File: src/rtl/uart_pkg.sv
// uart_pkg: FSM state encoding and default frame parameters shared by the UART blocks
package uart_pkg;
  typedef enum logic [1:0] {IDLE, START, DATA, STOP} uart_state_e;
  localparam int OVERSAMPLE_DEF = 16;
  localparam int DATA_BITS_DEF  = 8;
endpackage

File: src/rtl/uart_rx_sync.sv
// uart_rx_sync: two-flop synchronizer for the serial line, resets to the idle-high level
//   Clk   - system clock
//   Rst_n - asynchronous active-low reset
//   d     - asynchronous input
//   q     - synchronized output
module uart_rx_sync (
  input  logic Clk,
  input  logic Rst_n,
  input  logic d,
  output logic q
);
  logic s1;
  always_ff @(posedge Clk or negedge Rst_n)
    if (!Rst_n) {q, s1} <= 2'b11;
    else        {q, s1} <= {s1, d};
endmodule

File: src/rtl/uart_rx.sv
// uart_rx: oversampling UART receiver, 1 start bit, DATA_BITS data bits LSB first, 1 stop bit
//   Clk      - system clock
//   Rst_n    - asynchronous active-low reset
//   Tick     - one-cycle strobe at OVERSAMPLE x baud
//   Rx       - serial line, idle high
//   DataOut  - last correctly framed word
//   RxDone   - one-cycle pulse when DataOut is updated
//   FrameErr - one-cycle pulse when the stop bit samples low
module uart_rx
  import uart_pkg::*;
#(
  parameter int DATA_BITS  = DATA_BITS_DEF,
  parameter int OVERSAMPLE = OVERSAMPLE_DEF
) (
  input  logic                 Clk,
  input  logic                 Rst_n,
  input  logic                 Tick,
  input  logic                 Rx,
  output logic [DATA_BITS-1:0] DataOut,
  output logic                 RxDone,
  output logic                 FrameErr
);
  localparam int TW = $clog2(OVERSAMPLE);
  localparam logic [TW-1:0] HALF = TW'(OVERSAMPLE / 2 - 1);
  localparam logic [TW-1:0] LAST = TW'(OVERSAMPLE - 1);
  localparam logic [2:0] LAST_BIT = 3'(DATA_BITS - 1);
  uart_state_e state, state_nx;
  logic [TW-1:0] tick_cnt, tick_nx;
  logic [2:0] bit_cnt, bit_nx;
  logic [DATA_BITS-1:0] shreg, shreg_nx, data_nx;
  logic done_nx, err_nx;
  logic rx_s, rx_prev, fall, edge_pend;
  uart_rx_sync u_sync (
    .Clk   (Clk),
    .Rst_n (Rst_n),
    .d     (Rx),
    .q     (rx_s)
  );
  assign fall = rx_prev & ~rx_s;
  always_ff @(posedge Clk or negedge Rst_n)
    if (!Rst_n) begin
      state     <= IDLE;
      tick_cnt  <= '0;
      bit_cnt   <= '0;
      shreg     <= '0;
      DataOut   <= '0;
      RxDone    <= 1'b0;
      FrameErr  <= 1'b0;
      rx_prev   <= 1'b1;
      edge_pend <= 1'b0;
    end else begin
      state     <= state_nx;
      tick_cnt  <= tick_nx;
      bit_cnt   <= bit_nx;
      shreg     <= shreg_nx;
      DataOut   <= data_nx;
      RxDone    <= done_nx;
      FrameErr  <= err_nx;
      rx_prev   <= rx_s;
      // an edge seen while leaving STOP would otherwise be lost, so carry it into IDLE
      edge_pend <= (state == STOP) && (state_nx == IDLE) && fall;
    end
  always_comb begin
    state_nx = state;
    tick_nx  = tick_cnt;
    bit_nx   = bit_cnt;
    shreg_nx = shreg;
    data_nx  = DataOut;
    done_nx  = 1'b0;
    err_nx   = 1'b0;
    case (state)
      IDLE:
        if (fall || edge_pend) begin
          state_nx = START;
          tick_nx  = '0;
        end
      START:
        if (Tick) begin
          tick_nx = tick_cnt + 1'b1;
          if (tick_cnt == HALF) begin
            state_nx = rx_s ? IDLE : DATA;
            tick_nx  = '0;
            bit_nx   = '0;
          end
        end
      DATA:
        if (Tick) begin
          tick_nx = tick_cnt + 1'b1;
          if (tick_cnt == LAST) begin
            shreg_nx = {rx_s, shreg[DATA_BITS-1:1]};
            bit_nx   = bit_cnt + 1'b1;
            if (bit_cnt == LAST_BIT) begin
              state_nx = STOP;
              bit_nx   = '0;
            end
          end
        end
      STOP:
        if (Tick) begin
          tick_nx = tick_cnt + 1'b1;
          if (tick_cnt == LAST) begin
            state_nx = IDLE;
            data_nx  = rx_s ? shreg : DataOut;
            done_nx  = rx_s;
            err_nx   = ~rx_s;
          end
        end
      default: state_nx = IDLE;
    endcase
  end
endmodule
File: config.mk
export PLATFORM = sky130hd
export DESIGN_NAME = uart_rx
export DESIGN_NICKNAME = d
export VERILOG_FILES = /design/src/rtl/uart_pkg.sv /design/src/rtl/uart_rx_sync.sv /design/src/rtl/uart_rx.sv
export SDC_FILE = /design/constraint.sdc
export NUM_CORES = 1
export LEC_CHECK = 0
export ABC_CLOCK_PERIOD_IN_PS = 1800
export CORE_MARGIN = 10
export CORE_UTILIZATION = 25
export CTS_CLUSTER_DIAMETER = 40
export DETAILED_ROUTE_END_ITERATION = 7
export GPL_ROUTABILITY_DRIVEN = 1
export HOLD_SLACK_MARGIN = 0.06
export PLACE_DENSITY_LB_ADDON = 0.25
export SETUP_SLACK_MARGIN = 0.5
export SLEW_MARGIN = 20
export SYNTH_ARGS = -nofsm -noshare
export SYNTH_HDL_FRONTEND = slang
export SYNTH_SLANG_ARGS = --single-unit
File: constraint.sdc
create_clock -name Clk -period 1.8 [get_ports Clk]
set_input_delay 0.36 -clock Clk [delete_from_list [all_inputs] [get_ports Clk]]
set_output_delay 0.36 -clock Clk [all_outputs]
set_load 0.01 [all_outputs]
==> flow_metrics.env, run 1 <==
export IMPL_ys_flop_type="sky130_fd_sc_hd__dfrtp_1"
export IMPL_timing_max_cap_violations=0
export IMPL_io_pin_count=14
export IMPL_netlist_top_cells_count="sky130_fd_sc_hd__dfrtp_1 (28), sky130_fd_sc_hd__mux2_2 (8), sky130_fd_sc_hd__mux2_4 (8), sky130_fd_sc_hd__a31oi_1 (5), sky130_fd_sc_hd__nand2_1 (5)"
export IMPL_path_clk_slew_ns=0.06
export IMPL_clock_fmax_ghz=0.678
export IMPL_crit_fanout=5
export IMPL_post_route_drc_count=0
export IMPL_finalWeightedCongestion=0.836
export IMPL_syn2layout_area_growth_pct=37.9
export IMPL_syn_instance_count=107
export IMPL_synth_fp_nets=114
export IMPL_number_of_setup_violations_in_the_final_report=0
export IMPL_leakage_nw=0.883
export IMPL_worst_slew_pin_transition_ns=0.403
export IMPL_seq_area_frac_synth_pct=56.0
export IMPL_cts_sinks=31
export IMPL_fin_worst_skew_ns=0.00739
export IMPL_power_switching_share_pct=30.9
export IMPL_ff2ff_setup_slack_ns=0.32
export IMPL_holdBufCountCts=0
export IMPL_dp_cells=194
export IMPL_initial_core_util_pct=25.6
export IMPL_final_layout_size_suffix_gt1_share_pct=48.6
export IMPL_power_frac_comb_pct=27.9
export IMPL_max_slew_margin_vs_limit_pct=73.1
export IMPL_cts_buffers_inserted=5
export IMPL_grt_usage_pct=7.17
export IMPL_placement_rows=27
export IMPL_post_route_min_period_ns=1.48
export IMPL_asyncSetResetFlopFracSynth_pct=100
export IMPL_netlist_area_um2=1390
export IMPL_timing_rr_end="DataOut[0]"
export IMPL_yosysMostFrequentCell="sky130_fd_sc_hd__dfrtp_1"
export IMPL_syn_area_per_cell_um2=13.0
export IMPL_worstSetupEndpointType="register"
export IMPL_final_hold_worst_slack_ns=0.358
export IMPL_reg2reg_depth=4
export IMPL_drtAntennaViolNets=0
export IMPL_first_global_vias=1009
export IMPL_critical_path_startpoint_type="register"
export IMPL_criticalPathCategory="reg -> reg"
export IMPL_dr_total_vias=1006
export IMPL_ys_warnings_count=0
export IMPL_rsz0062_at_grt="true"
export IMPL_first_pass_grt_wire_length_mm=4.96
export IMPL_grt_antenna_before_repair=0
export IMPL_htree_levels=2
export IMPL_tritoncts="built"
export IMPL_period_utilization_post_route_pct=82.0
export IMPL_power_sequential_fraction_pct=40.3
export IMPL_coreArea_um2=5440
export IMPL_final_instance_count_excl_fill=218
export IMPL_die_height_um=94.6
export IMPL_synth_seq_cells=31
export IMPL_hold_path_cell_count=0
export IMPL_grt_ovfl_total=0
export IMPL_buffer_ports_inserted=13
export IMPL_fin_max_slew_vios=0
export IMPL_drtPass1Iterations=4
export IMPL_timing_final_hold_violations=0
export IMPL_cts_buffer_depth=2
export IMPL_netSwitchingPower_mw=0.693
export IMPL_min_path_type="reg -> reg"
export IMPL_top_area_cells_in_the_synthesized_netlist="sky130_fd_sc_hd__dfrtp_1 (50%), sky130_fd_sc_hd__mux2_4 (8.6%), sky130_fd_sc_hd__mux2_2 (6.5%)"
export IMPL_largest_net_degree_at_the_start_of_global_routing=32
export IMPL_worst_skew_pair_late_latency_ns=0.29
export IMPL_cellPowerDensity_nw_per_um2=1170
export IMPL_critPathMaxStageDelay_ns=0.37
export IMPL_synth_edff_count=0
export IMPL_dp_hpwl_mm=1.88
export IMPL_p_int_mw=1.55
export IMPL_cp_buffers_inverters=0
export IMPL_die_w_um=94.6
export IMPL_power_share_clock_pct=31.9
export IMPL_drt_iter0_markers=51
export IMPL_fillCellCount=522
export IMPL_non_filler_cell_area_final_um2=1920
export IMPL_launch_instance_of_the_worst_register_to_register_path="tick_cnt[1]"
export IMPL_yosysUniqueCellTypes=33
export IMPL_fin_setup_tns_ns=0
export IMPL_post_dr_vias_cell=4.61
export IMPL_timing_critical_path_slowest_stage_cell="sky130_fd_sc_hd__dfrtp_1"
export IMPL_routed_wl_mm=3.14
export IMPL_wl_per_cell_um=14.4
export IMPL_min_delay_worst_endpoint="u_sync.q"
export IMPL_critical_path_required_ns=1.97
export IMPL_die_area_um2=8960
export IMPL_kind_of_cell_adding_the_most_delay_to_the_critical_path="simple AND/OR/NAND/NOR gates"
export IMPL_crit_path_cell_trace="ha_2 > and3_4 > and3_4 > mux2_4"
export IMPL_path_common_cell="sky130_fd_sc_hd__and3_4"
export IMPL_crit_arrival_ns=1.65
export IMPL_layout_nets=152
export IMPL_run_status="completed"
export IMPL_insertedDiodeCount=0
export IMPL_placed_area_um2=1640
export IMPL_cts_root_buf="sky130_fd_sc_hd__clkbuf_8"
export IMPL_irDropWorstVdd_mv=0.658
export IMPL_area_share_of_the_largest_cell_type_after_synthesis_pct=50.3
export IMPL_final_util_pct=35.3
export IMPL_yosys_area_top_type="sky130_fd_sc_hd__dfrtp_1"
export IMPL_worst_hold_startpoint="u_sync.s1"
==> cell usage in the layout, fill, tap and decap left out, types with 3 or more instances in the layout <==
cell type / count
sky130_fd_sc_hd__mux2_2: 6
sky130_fd_sc_hd__a31oi_1: 5
sky130_fd_sc_hd__buf_6: 4
sky130_fd_sc_hd__dfrtp_1: 26
sky130_fd_sc_hd__o21ai_0: 3
sky130_fd_sc_hd__dfstp_2: 3
sky130_fd_sc_hd__mux2_4: 10
sky130_fd_sc_hd__buf_4: 18
sky130_fd_sc_hd__clkbuf_2: 6
sky130_fd_sc_hd__nand2_1: 5
sky130_fd_sc_hd__clkbuf_8: 6
sky130_fd_sc_hd__nand4b_1: 3
sky130_fd_sc_hd__nor2_1: 3
sky130_fd_sc_hd__clkdlybuf4s15_1: 3
==> area by class of cell <==
| cell class | count | area, um^2 | share of cell area, % |
|---|---|---|---|
| Clock buffer | 6 | 82.6 | 4.30 |
| Clock inverter | 2 | 35.0 | 1.82 |
| Inverter | 2 | 7.51 | 0.391 |
| Multi-Input combinational cell | 70 | 646 | 33.6 |
| Sequential cell | 31 | 782 | 40.7 |
| Tap cell | 72 | 90.1 | 4.69 |
| Timing Repair Buffer | 35 | 278 | 14.5 |
==> stage by stage <==
stage                     power [mW]  worst slack [ns]
after floorplan                 1.19             0.240
after global placement          1.30         -0.000307
after detailed placement        1.33           -0.0140
after CTS                       2.17             0.329
after global routing            2.38             0.284
final                           2.24             0.325
==> worst register-to-register path, stage by stage (launching register included) <==
cell                      delay, ns
sky130_fd_sc_hd__dfrtp_1       0.37
sky130_fd_sc_hd__ha_2          0.19
sky130_fd_sc_hd__and3_4        0.23
sky130_fd_sc_hd__and3_4        0.26
sky130_fd_sc_hd__mux2_4        0.31
==> worst max path at each step <==
stage / to / slack, ns / cells after the start / startpoint
after CTS: DataOut[0] / 0.33 / 4 / tick_cnt[1]
final: DataOut[0] / 0.32 / 4 / tick_cnt[1]
after global placement: DataOut[7] / -0.0003 / 4 / Tick
after detailed placement: DataOut[5] / -0.01 / 4 / Tick
after global routing: DataOut[7] / 0.28 / 3 / u_sync.q
after floorplan: DataOut[0] / 0.24 / 6 / tick_cnt[0]
==> registers in the layout, indices dropped and copies added, names as in the netlist <==
| register | flops |
|---|---|
| shreg | 8 |
| FrameErr | 1 |
| rx_prev | 1 |
| edge_pend | 1 |
| bit_cnt | 3 |
| tick_cnt | 4 |
| state | 2 |
| u_sync.q | 1 |
| DataOut | 8 |
| u_sync.s1 | 1 |
| RxDone | 1 |
==> layer usage <==
layer	GRT usage, %	share of wire (%)	up-vias
met1	8.85	45	513
met5	0	0	-
met2	10.5	48	19
li1	-	-	468
met4	3.99	1.6	0
met3	2.70	5.3	6
==> cells by family after synthesis <==
family,count (synthesis),synth area share [%]
XOR/XNOR,2,1.26
flip-flops,31,56.0
adder cells (fa/ha/maj),3,2.70
AND/OR/NAND/NOR,30,13.2
AO/OA/AOI/OAI,17,8.00
buffers and inverters,7,3.05
multiplexers,17,15.8
==> timing repair <==
action	in CTS	in global routing
pin swaps	4	4
resized for setup	25	23
setup buffers	9	6
gates cloned	1	0
endpoints found under the setup margin	33	33
==> power groups by stage <==
stage               registers, mW  clock network [mW]  logic (mW)
floorplan                   0.854                   0       0.335
global placement            0.911                   0       0.394
detailed placement          0.917                   0       0.413
CTS                         0.891               0.737       0.546
global route                0.910               0.781       0.691
finish                      0.904               0.715       0.625
Note: power is estimated with default switching activity, not from simulation.
==> run 2, diff against run 1 <==
Settings changed: ABC_CLOCK_PERIOD_IN_PS 1800 to 1400.
Clock period 1.8 ns to 1.4 ns, I/O delays scaled along.
==> flow_metrics.env, run 2 (synthesized netlist as in run 1, its figures left out) <==
export IMPL_run_status="finished with violations"
export IMPL_violations="setup timing"
export IMPL_cellPowerDensity_nw_per_um2=1510
export IMPL_rsz0062_at_grt="true"
export IMPL_initial_core_util_pct=25.6
export IMPL_drtPass1Iterations=4
export IMPL_drtAntennaViolNets=0
export IMPL_insertedDiodeCount=0
export IMPL_period_utilization_post_route_pct=104
export IMPL_buffer_ports_inserted=13
export IMPL_largest_net_degree_at_the_start_of_global_routing=32
export IMPL_die_area_um2=8960
export IMPL_syn2layout_area_growth_pct=48.2
export IMPL_worstSetupEndpointType="register"
export IMPL_grt_ovfl_total=0
export IMPL_post_dr_vias_cell=4.58
export IMPL_placement_rows=27
export IMPL_first_pass_grt_wire_length_mm=5.26
export IMPL_post_route_min_period_ns=1.46
export IMPL_crit_arrival_ns=1.64
export IMPL_cts_buffer_depth=2
export IMPL_tritoncts="built"
export IMPL_grt_antenna_before_repair=0
export IMPL_critical_path_required_ns=1.57
export IMPL_cts_root_buf="sky130_fd_sc_hd__clkbuf_8"
export IMPL_finalWeightedCongestion=0.771
export IMPL_final_layout_size_suffix_gt1_share_pct=57.4
export IMPL_timing_final_hold_violations=0
export IMPL_worst_slew_pin_transition_ns=0.339
export IMPL_critical_path_startpoint_type="register"
export IMPL_final_util_pct=38.0
export IMPL_post_route_drc_count=0
export IMPL_totalPowerFinal_mw=3.12
export IMPL_clock_fmax_ghz=0.684
export IMPL_final_hold_worst_slack_ns=0.348
export IMPL_layout_nets=161
export IMPL_worst_skew_pair_late_latency_ns=0.29
export IMPL_layout_cells_most_common="sky130_fd_sc_hd__dfrtp_1"
export IMPL_fin_max_slew_vios=0
export IMPL_timing_max_cap_violations=0
export IMPL_holdBufCountCts=0
export IMPL_path_clk_slew_ns=0.07
export IMPL_dr_total_vias=1040
export IMPL_grt_usage_pct=7.56
export IMPL_first_global_vias=1111
export IMPL_wl_per_cell_um=13.6
export IMPL_finalWorstSetupSlack_ns=-0.0619
export IMPL_min_path_type="in -> async"
export IMPL_coreArea_um2=5440
export IMPL_max_slew_margin_vs_limit_pct=77.3
export IMPL_criticalPathCategory="reg -> reg"
export IMPL_htree_levels=2
export IMPL_crit_fanout=5
export IMPL_leakage_nw=0.944
export IMPL_layout_cells_most_common_list="sky130_fd_sc_hd__dfrtp_1 (26), sky130_fd_sc_hd__buf_4 (25), sky130_fd_sc_hd__mux2_4 (10), sky130_fd_sc_hd__buf_6 (10)"
export IMPL_reg_top3="DataOut: 8 flops, shreg: 8 flops, tick_cnt: 4 flops"
export IMPL_routed_wl_mm=3.09
export IMPL_irDropWorstVdd_mv=0.905
export IMPL_die_height_um=94.6
export IMPL_die_w_um=94.6
export IMPL_dp_hpwl_mm=2.00
export IMPL_io_pin_count=14
export IMPL_cts_buffers_inserted=5
export IMPL_number_of_setup_violations_in_the_final_report=14
export IMPL_drt_iter0_markers=23
export IMPL_cts_sinks=31
export IMPL_fin_worst_skew_ns=0.00758
[run 2: cell count changes in the layout (fill, tap and decap cells not counted), sizes merged]
| cell | change |
|---|---|
| buf | +18 |
| clkbuf | -6 |
| clkdlybuf4s15 | -3 |
| clkdlybuf4s50 | +1 |
| dlymetal6s2s | -1 |
[run 2: where the power goes]
part	leakage, nW	internal, mW	switching, mW
sequential	0.397	1.01	0.0881
clock	0.0612	0.575	0.353
combinational	0.486	0.571	0.529
total	0.944	2.15	0.970
[run 2: per-layer routing]
layer	wire length (um)	up-vias	global-route usage, %
met2	1550	27	11.6
met5	0	-	0
met4	67	0	4.24
met3	209	8	3.25
met1	1260	522	8.68
li1	-	483	-
[run 2: path summary, 6_finish.rpt]
| check | startpoint | to | slack [ns] | depth (start not counted) |
|---|---|---|---|---|
| setup / recovery | tick_cnt[0] | DataOut[1] | -0.06 | 4 |
| hold / removal | Rst_n | DataOut[3] | 0.35 | 2 |
| setup reg to reg | tick_cnt[0] | DataOut[1] | -0.06 | 4 |
| hold reg to reg | u_sync.s1 | u_sync.q | 0.36 | 0 |
| max in group asynchronous | Rst_n | rx_prev | 0.80 | 2 |
| min in group Clk | u_sync.s1 | u_sync.q | 0.36 | 0 |
[run 2: what timing repair did]
action,CTS,global route
pin swaps,3,7
endpoints found under the setup margin,38,38
cloned,1,0
setup buffers,11,2
resized for setup,55,10
hold endpoints to repair,0,0
[run 2: through the flow]
stage,instances,setup TNS (ns),area (um^2),worst slack (ns)
finish,227,-0.444,2060,-0.0619
floorplan,107,-1.58,1470,-0.160
global placement,205,-4.91,1780,-0.309
detailed placement,205,-5.44,1780,-0.333
CTS,225,-0.454,1980,-0.0565
global route,227,-1.45,2060,-0.101
[run 2: cell type report]
cell class                 count  area [um^2]
fill                         547         3370
sequential                    31          782
multi-input combinational     70          692
timing repair buffer          44          375
tap                           72         90.1
clock buffer                   6         82.6
clock inverter                 2         35.0
inverter                       2         7.51
[run 2: critical path, cell delays in order, from the launching register on]
cell and delay (ns):
sky130_fd_sc_hd__dfrtp_1 0.36, sky130_fd_sc_hd__ha_2 0.19, sky130_fd_sc_hd__and3_4 0.22, sky130_fd_sc_hd__and3_4 0.26
sky130_fd_sc_hd__mux2_4 0.31
